===== src/rtl/mux_piso_sequencer.sv =====
// Parallel-in/serial-out sequencer: captures a WIDTH-bit word and walks a select index across it,
// presenting word[sel] as a valid/ready serial stream; sel is exported for an external mux tree.
module mux_piso_sequencer #(
    parameter int unsigned WIDTH     = 16,
    parameter int unsigned SEL_W     = 4,
    parameter int unsigned LSB_FIRST = 1
) (
    input  logic             clk,
    input  logic             rst,
    input  logic             in_valid,
    output logic             in_ready,
    input  logic [WIDTH-1:0] in_data,
    output logic [SEL_W-1:0] sel,
    output logic             out_valid,
    input  logic             out_ready,
    output logic             out_bit,
    output logic             out_last
);

    localparam logic [SEL_W-1:0] START_IDX = (LSB_FIRST != 0) ? '0 : SEL_W'(WIDTH - 1);
    localparam logic [SEL_W-1:0] END_IDX   = (LSB_FIRST != 0) ? SEL_W'(WIDTH - 1) : '0;
    localparam logic [SEL_W-1:0] STEP_ONE  = SEL_W'(1);

    typedef enum logic {
        IDLE  = 1'b0,
        SHIFT = 1'b1
    } state_t;

    state_t           state;
    state_t           state_n;
    logic [WIDTH-1:0] word;
    logic [WIDTH-1:0] word_n;
    logic [SEL_W-1:0] sel_n;
    logic             accept;
    logic             beat;

    // Handshake and stream outputs are decoded from the registered state, word and index so a
    // reset or a stall is reflected in the same cycle without an extra pipeline stage.
    assign out_valid = (state == SHIFT);
    assign out_last  = (state == SHIFT) && (sel == END_IDX);
    assign out_bit   = word[sel];
    assign in_ready  = (state == IDLE) || (out_last && out_ready);
    assign accept    = in_valid && in_ready;
    assign beat      = out_valid && out_ready;

    // State, word and select registers.
    always_ff @(posedge clk or posedge rst) begin
        if (rst) begin
            state <= IDLE;
            word  <= '0;
            sel   <= START_IDX;
        end else begin
            state <= state_n;
            word  <= word_n;
            sel   <= sel_n;
        end
    end

    // Next-state: capture on acceptance, step the index on each beat, reload only on a new word.
    always_comb begin
        state_n = state;
        word_n  = word;
        sel_n   = sel;
        unique case (state)
            IDLE: begin
                if (accept) begin
                    word_n  = in_data;
                    sel_n   = START_IDX;
                    state_n = SHIFT;
                end
            end
            SHIFT: begin
                if (beat) begin
                    if (out_last) begin
                        if (accept) begin
                            word_n = in_data;
                            sel_n  = START_IDX;
                        end else begin
                            state_n = IDLE;
                        end
                    end else if (LSB_FIRST != 0) begin
                        sel_n = sel + STEP_ONE;
                    end else begin
                        sel_n = sel - STEP_ONE;
                    end
                end
            end
            default: state_n = IDLE;
        endcase
    end

endmodule


===== config.mk =====
export PLATFORM = sky130hd
export DESIGN_NAME = mux_piso_sequencer
export DESIGN_NICKNAME = d
export VERILOG_FILES = /design/src/rtl/mux_piso_sequencer.sv
export SDC_FILE = /design/constraint.sdc
export NUM_CORES = 1
export LEC_CHECK = 0
export ABC_AREA = 1
export CAP_MARGIN = 20
export CORE_ASPECT_RATIO = 1.4
export CORE_UTILIZATION = 48
export CTS_CLUSTER_DIAMETER = 30
export DETAILED_ROUTE_END_ITERATION = 10
export GPL_ROUTABILITY_DRIVEN = 0
export PLACE_DENSITY_LB_ADDON = 0.1
export SKIP_CTS_REPAIR_TIMING = 1
export SLEW_MARGIN = 5
export SYNTH_ARGS = -nofsm -noshare
export SYNTH_HDL_FRONTEND = slang
export SYNTH_SLANG_ARGS = --single-unit

===== constraint.sdc =====
create_clock -name clk -period 1.64 [get_ports clk]
set_input_delay 0.164 -clock clk [delete_from_list [all_inputs] [get_ports clk]]
set_output_delay 0.164 -clock clk [all_outputs]
set_load 0.01 [all_outputs]

Word-level counts from Yosys, hierarchy flattened
Cells that the tools add are included.
Storage, ports and cells
  register bits after elaboration: 21
  input port bits: 20
  output and inout port bits: 8
  logic and storage cells: 29
Cells by class
  $add $sub $neg: 1
  $lt $le $gt $ge: 1
  eq/ne operators: 3
  mux-type cells: 14
  bitwise gates (word level): 1
  reductions and logical operators: 6
Operators by type and width (count)
  $mux W16: 3
  $pmux W16 S2: 1
  $mux W4: 3
  $pmux W4 S2: 1
  $lt A4 B5 Y1 const B: 1
  $add A4 B1 Y4 const B: 1
  $bmux W1 S4: 1
  $eq A4 B4 Y1 const B: 1
  $logic_and A1 B1 Y1: 4
  $mux W1: 4
  $ne A2 B1 Y1 const B: 1
  $ne A2 B2 Y1 const B: 1
  $pmux W1 S2: 1
  $reduce_and A2 Y1: 1
  $logic_or A1 B1 Y1: 1
  $not A1 Y1: 1

Longest topological paths before layout
Gate-level depths: netlist (run 1).
  word-level depth: 9
  gate-level depth with buffers: 8
  gate-level depth less buffers: 8

Worst setup path before layout (run 1)
OpenSTA, ideal clock, no wires.
  path kind: flip-flop to flip-flop
  start: register sel[1]
  end: register word[10]
  library setup time: 0.117 ns
  data arrival time: 1.437 ns
  data required time: 1.523 ns
  setup slack: 0.086 ns
  stages on the path, launching flop included: 8
  buffers on the path: 1
  period minus slack after synthesis: 1.554 ns
  cells stage by stage: dfrtp_1 ha_1 nand3_4 o21ai_4 nand2_4 buf_6 nand2_1 nand2_1
Between the ends
  cells in the longest elaborated chain, start to end: 9
  elaborated cells between the ends (all ways): 11
  classes of those cells: eq/ne (2); mux (4); reduce/logical (5)
RTL lines
  from (decl): line 13  | output logic [SEL_W-1:0] sel,
  from (signal assigned): line 55  | sel <= sel_n;
  $eq A4 B4 Y1 (*): line 40  | assign out_last = (state == SHIFT) && (sel == END_IDX);
  $logic_and A1 B1 Y1 (*): line 40
  $logic_and A1 B1 Y1: line 42  | assign in_ready = (state == IDLE) || (out_last && out_ready);
  $logic_or A1 B1 Y1: line 42
  $logic_and A1 B1 Y1: line 43  | assign accept = in_valid && in_ready;
  $mux W16 (3 in a row)
  $pmux W16 S2
  to (signal assigned): line 54  | word <= word_n;
  to (decl): line 31  | logic [WIDTH-1:0] word;
Mark *: on every way between the ends. The rest lies on a longest branch, timed or not. The select of a mux whose other input is x is not followed.
A chain may end at the register's enable or synchronous reset.

Final worst setup path (run 1)
  start: register sel[0]
  end: output out_bit
Between the ends
  cells in the longest elaborated chain, start to end: 2
RTL lines
  $bmux W1 S4: line 41  | assign out_bit = word[sel];
  $mux W1 (implied by the code): line 41
  to (decl): line 16  | output logic out_bit,
Every way passes these cells. The select of a mux whose other input is x is not followed.

==> results of run 1 <==
==> power by group through the flow <==
stage               logic (mW)  clock network, mW  registers [mW]
floorplan                0.683                  0           0.902
global placement          1.11                  0           0.902
detailed placement        1.14                  0           0.908
CTS                       1.15              0.260           0.897
global route              1.37              0.274           0.926
finish                    1.23              0.251           0.905
==> final timing paths <==
kind                            end  slack (ns)
setup / recovery            out_bit       -0.04
hold / removal               sel[0]        0.17
setup reg to reg           word[13]        0.13
hold reg to reg             word[0]        0.49
max in group asynchronous    sel[3]        1.24
min in group clk            word[3]        0.40
==> cells in the final DEF, fill, tap and decap left out <==
| cell type | instances |
|---|---|
| ha_4 | 1 |
| buf_2 | 1 |
| nor2_1 | 8 |
| inv_2 | 1 |
| o21ai_4 | 1 |
| nand2_4 | 1 |
| dfrtp_2 | 1 |
| nand4_1 | 1 |
| buf_4 | 10 |
| a21boi_0 | 1 |
| clkbuf_2 | 1 |
| clkbuf_4 | 3 |
| clkdlybuf4s50_1 | 23 |
| o211ai_1 | 1 |
| dlymetal6s2s_1 | 3 |
| buf_12 | 1 |
| nand2_1 | 75 |
| nor2_2 | 2 |
| buf_6 | 2 |
| clkinv_2 | 1 |
| o21ai_0 | 3 |
| dfrtp_1 | 20 |
| inv_1 | 15 |
| xnor2_1 | 1 |
| nand3_1 | 24 |
| nand3_4 | 1 |
==> per-layer routing <==
metal  GRT usage  part of all wire
met1      0.2649              0.41
met3     0.01786             0.042
met2      0.3753              0.53
met4     0.08036             0.012
met5           0                 0
==> logic make-up after synthesis <==
| kind of cell | after synthesis | synth area share |
|---|---|---|
| AND/OR/NAND/NOR | 112 | 0.4045 |
| buffers and inverters | 23 | 0.08964 |
| flip-flops | 21 | 0.4482 |
| AO/OA/AOI/OAI | 6 | 0.03949 |
| XOR/XNOR | 1 | 0.007472 |
| adder cells (fa/ha/maj) | 1 | 0.01067 |
==> layout make-up <==
class | count | area, um^2 | share of cell area
Sequential cell | 21 | 526.8 | 0.3299
Clock buffer | 3 | 22.52 | 0.01411
Inverter | 16 | 60.06 | 0.03762
Tap cell | 22 | 27.53 | 0.01724
Timing Repair Buffer | 41 | 395.4 | 0.2476
Multi-Input combinational cell | 120 | 559.3 | 0.3503
Clock inverter | 1 | 5.005 | 0.003135
==> stage by stage <==
step / hold slack [ns] / util / worst slack (ns)
after floorplan: 0.1405 / - / 0.08645
after global placement: 0.4588 / 0.6826 / 0.009011
after detailed placement: 0.4667 / 0.6826 / -0.01838
after CTS: 0.1698 / 0.6949 / -0.3782
after global routing: 0.2061 / 0.7169 / -0.1231
final: 0.1699 / 0.7169 / -0.03718
==> tightest hold or removal path, stage by stage <==
cell,delay [ns]
clkdlybuf4s50_1,0.39
inv_1,0.05
buf_4,0.27
==> state kept, by name, summed over array words and instances, names as in the netlist <==
register and count:
word 16, sel 4, out_valid 1
==> Yosys cell counts <==
cell type,instances,area share
xnor2_1,1,0.0075
nor2_1,10,0.032
clkbuf_1,1,0.0032
buf_6,1,0.0096
o211ai_1,1,0.0064
nand3_1,24,0.10
a21boi_0,1,0.0064
inv_1,16,0.051
nand2_1,75,0.24
buf_2,3,0.013
o21ai_0,3,0.013
nand2_4,1,0.0096
nand3_4,1,0.015
o21ai_4,1,0.014
ha_1,1,0.011
dfrtp_1,21,0.45
buf_4,2,0.013
nand4_1,1,0.0053
==> flow_summary.yaml, run 1 <==
synthesis:
  synth_seq_cells: 21
  yosysWarningCount: 0
  synth_fp_nets: 185
  yosysSeqAreaShare: 0.4482
  ys_types: 18
  synth_area_um2: 1172
  synthesis.instances: 164
  synth_area_per_cell_um2: 7.149
global_route:
  grt_max_degree: 22
  first_global_vias: 1019
  grt_overflow_total: 0
  grt_antenna_before_repair: 0
  grtUsageTotal: 0.2113
  grt_pass1_wl_mm: 4.209
pwr:
  power_density_nw_per_um2: 1492
  p_int_mw: 1.418
  comb_power_share: 0.515
  power_switching_share: 0.4047
  switching_power_mw: 0.9639
  finalPower_mw: 2.382
  p_leak_nw: 0.8976
  ir_worst_vdd_mv: 0.8017
  p_clk_frac: 0.105
  power_frac_seq: 0.380
sta:
  timing.slew.headroom: 0.7879
  fmax_mhz: 596.2
  post-route-period-util: 1.023
  setup_viol: 1
  clock_skew_ns: 0.005706
  tns_ns: -0.03718
  slew_viol_final: 0
  rsz0062_at_grt: "yes"
  fin_crit_ns: 1.677
  report.final.hold_viol_count: 0
  tightestPinTransition_ns: 0.3148
  setup_ws_ns: -0.03718
final_layout:
  n_fill_cell: 180
  final_cell_area_um2: 1597
  area_growth_pct: 36.18
  num_antenna_cells: 0
  layout.nets: 224
  fin_cells: 224
  drive_gt1_frac: 0.1337
detailed_routing:
  drc: 2
  wl_mm: 2.621
  num_vias: 1158
  drtIter0Drc: 23
  post_drt_via_cell_ratio: 5.170
  drt_first_pass_iters: 7
  wl_per_cell_um: 11.70
  ant_nets: 0
setup_path:
  crit_top_cell: "nor2_1"
  worstPathCellList: "buf_4 > buf_2 > nor2_1 > nor2_1 > nor2_1 > nand2_1 > nand2_1 > clkbuf_2"
  start_kind: "flop"
  crit_arrival_ns: 1.51
  worstSetupEndpointType: "output pin"
  required_ns: 1.48
  crit_start: "sel[0]"
  rr_worst_depth: 8
  path_depth: 8
  path_max_fanout: 7
  slowest_delay_ns: 0.40
  worstSetupPathType: "reg2out"
  cpLargestDelayFamily: "buffers and inverters"
  critPathSlowestCell: "dfrtp_1"
  reg2reg_from: "sel[0]"
  worst-path-buf-inv: 3
clocking:
  clk_pin_slew_ns: 0.12
  cts_max_path_buffers: 2
  cts_root_buf: "clkbuf_4"
  clkSinkCount: 21
  htreeDepth: 1
  tritoncts: "yes"
  cts_buffers: 3
  insertion_delay_ns: 0.30
placed_design:
  postPlaceCellArea_um2: 1520
  placed_cells: 217
  port_buffers: 27
  dp_hpwl_mm: 1.928
status:
  violations: "design-rule violations, negative setup slack"
  status: "finished, violations left"
floorplan:
  dieArea_um2: 2647
  core_um2: 2227
  initial_core_util: 0.5264
  fp-row-count: 20
  die_h_um: 60.48
  io_pins: 28
  die_x_um: 43.77
flow_run:
  maxCapViolCount: 0
min_path:
  hold_path_class: "in2async"
Power figures use the tool's default switching activity.
==> run 2, diff against run 1 <==
--- a/config.mk
+++ b/config.mk
@@ -8,13 +8,13 @@
 export ABC_AREA = 1
 export CAP_MARGIN = 20
 export CORE_ASPECT_RATIO = 1.4
-export CORE_UTILIZATION = 48
+export CORE_UTILIZATION = 40
 export CTS_CLUSTER_DIAMETER = 30
 export DETAILED_ROUTE_END_ITERATION = 10
 export GPL_ROUTABILITY_DRIVEN = 0
 export PLACE_DENSITY_LB_ADDON = 0.1
 export SKIP_CTS_REPAIR_TIMING = 1
-export SLEW_MARGIN = 5
+export SLEW_MARGIN = 20
 export SYNTH_ARGS = -nofsm -noshare
 export SYNTH_HDL_FRONTEND = slang
 export SYNTH_SLANG_ARGS = --single-unit
==> flow_summary.yaml, run 2 (synthesis results as in run 1) <==
sta:
  slew_viol_final: 0
  clock_skew_ns: 0.001064
  tightestPinTransition_ns: 0.2713
  rsz0062_at_grt: "yes"
  fin_crit_ns: 1.742
  setup_viol: 1
  fmax_mhz: 574.2
  setup_ws_ns: -0.1016
  tns_ns: -0.1016
  report.final.hold_viol_count: 0
  post-route-period-util: 1.062
  timing.slew.headroom: 0.8191
setup_path:
  required_ns: 1.48
  crit_arrival_ns: 1.58
  cpLargestDelayFamily: "buffers and inverters"
  worstPathCellList: "buf_4 > buf_4 > nor2_2 > nand3_1 > nand2_1 > nor2_1 > nand2_1 > nand2_1 > dlymetal6s2s_1"
  worst-path-buf-inv: 3
  worstSetupPathType: "reg2out"
  critPathSlowestCell: "dfrtp_1"
  crit_start: "sel[1]"
  worstSetupEndpointType: "output pin"
  start_kind: "flop"
  reg2reg_from: "sel[0]"
  path_max_fanout: 3
  crit_top_cell: "nand2_1"
  slowest_delay_ns: 0.44
detailed_routing:
  num_vias: 1124
  drt_first_pass_iters: 4
  wl_per_cell_um: 11.05
  wl_mm: 2.620
  drc: 0
  ant_nets: 0
  drtIter0Drc: 44
  post_drt_via_cell_ratio: 4.743
status:
  status: "finished, violations left"
  violations: "negative setup slack"
clocking:
  cts_root_buf: "clkbuf_4"
  clk_pin_slew_ns: 0.12
  cts_max_path_buffers: 2
  cts_buffers: 3
  tritoncts: "yes"
  htreeDepth: 1
  clkSinkCount: 21
  insertion_delay_ns: 0.30
final_layout:
  drive_gt1_frac: 0.1443
  layout_commonest_cell: "nand2_1"
  largest_register: "word"
  regArea_um2: 530.5
  largest_reg_flops: 16
  layout_common_cells: "75 x nand2_1, 24 x nand3_1, 24 x clkdlybuf4s50_1"
  layout.nets: 223
  n_fill_cell: 284
  area_growth_pct: 36.93
  num_antenna_cells: 0
  multi_input_area_um2: 559.3
floorplan:
  die_h_um: 66.06
  die_x_um: 47.76
  core_um2: 2698
  fp-row-count: 22
  initial_core_util: 0.4346
  io_pins: 28
  dieArea_um2: 3154
placed_design:
  port_buffers: 27
  dp_slack_ns: -0.01071
  dp_hpwl_mm: 2.004
min_path:
  hold_path_class: "in2async"
global_route:
  first_global_vias: 1082
  grt_max_degree: 22
  met3_usage: 0.01639
  top_usage_layer: "met2"
  grt_overflow_total: 0
  grtUsageTotal: 0.2021
  groute.layer.met2.usage: 0.3547
  use_met1: 0.2435
  grt_pass1_wl_mm: 4.664
  grt_antenna_before_repair: 0
pwr:
  ir_worst_vdd_mv: 0.8107
  power_density_nw_per_um2: 1496
  p_leak_nw: 0.8713
flow_run:
  maxCapViolCount: 0
-- run 2: metrics by stage --
stage / util / cells / hold WS [ns] / power, mW / instance area [um^2]
global route: 0.5951 / 237 / 0.1859 / 2.663 / 1605
finish: 0.5951 / 237 / 0.1727 / 2.402 / 1605
CTS: 0.5798 / 235 / 0.1746 / 2.341 / 1564
floorplan: - / 164 / 0.1405 / 1.585 / 1172
global placement: 0.5700 / 231 / 0.4580 / 2.056 / 1538
detailed placement: 0.5700 / 231 / 0.4600 / 2.083 / 1538
-- run 2: worst min-delay path, stage by stage --
cell and delay (ns):
clkdlybuf4s50_1 0.39, inv_1 0.05, buf_4 0.27
-- run 2: power by group --
part | leakage [nW] | switching (mW) | total [mW] | internal [mW]
Clock | 0.0150 | 0.158 | 0.253 | 0.0948
Combinational | 0.602 | 0.618 | 1.23 | 0.611
Sequential | 0.255 | 0.173 | 0.920 | 0.747
-- run 2: path summary, 6_finish.rpt --
kind | depth (start not counted) | slack (ns) | endpoint
worst max-delay path | 9 | -0.10 | out_bit
worst max register to register | 8 | 0.11 | word[0]
min in group clk | 3 | 0.40 | word[8]
max in group asynchronous | 3 | 1.24 | sel[0]
worst min-delay path | 3 | 0.17 | sel[1]
worst min register to register | 2 | 0.49 | word[8]
-- run 2: cell type report --
class,count,area share
clock buffers,4,0.01637
inverters,16,0.03741
multi-input cells,120,0.3484
flip-flops and latches,21,0.3305
well taps,36,0.02806
repair buffers,40,0.2393
-- run 2: per-layer routing --
metal | share of wire | vias up
met4 | 0.014 | 0
met1 | 0.41 | 515
li1 | - | 583
met3 | 0.029 | 4
met2 | 0.54 | 22
met5 | 0 | -
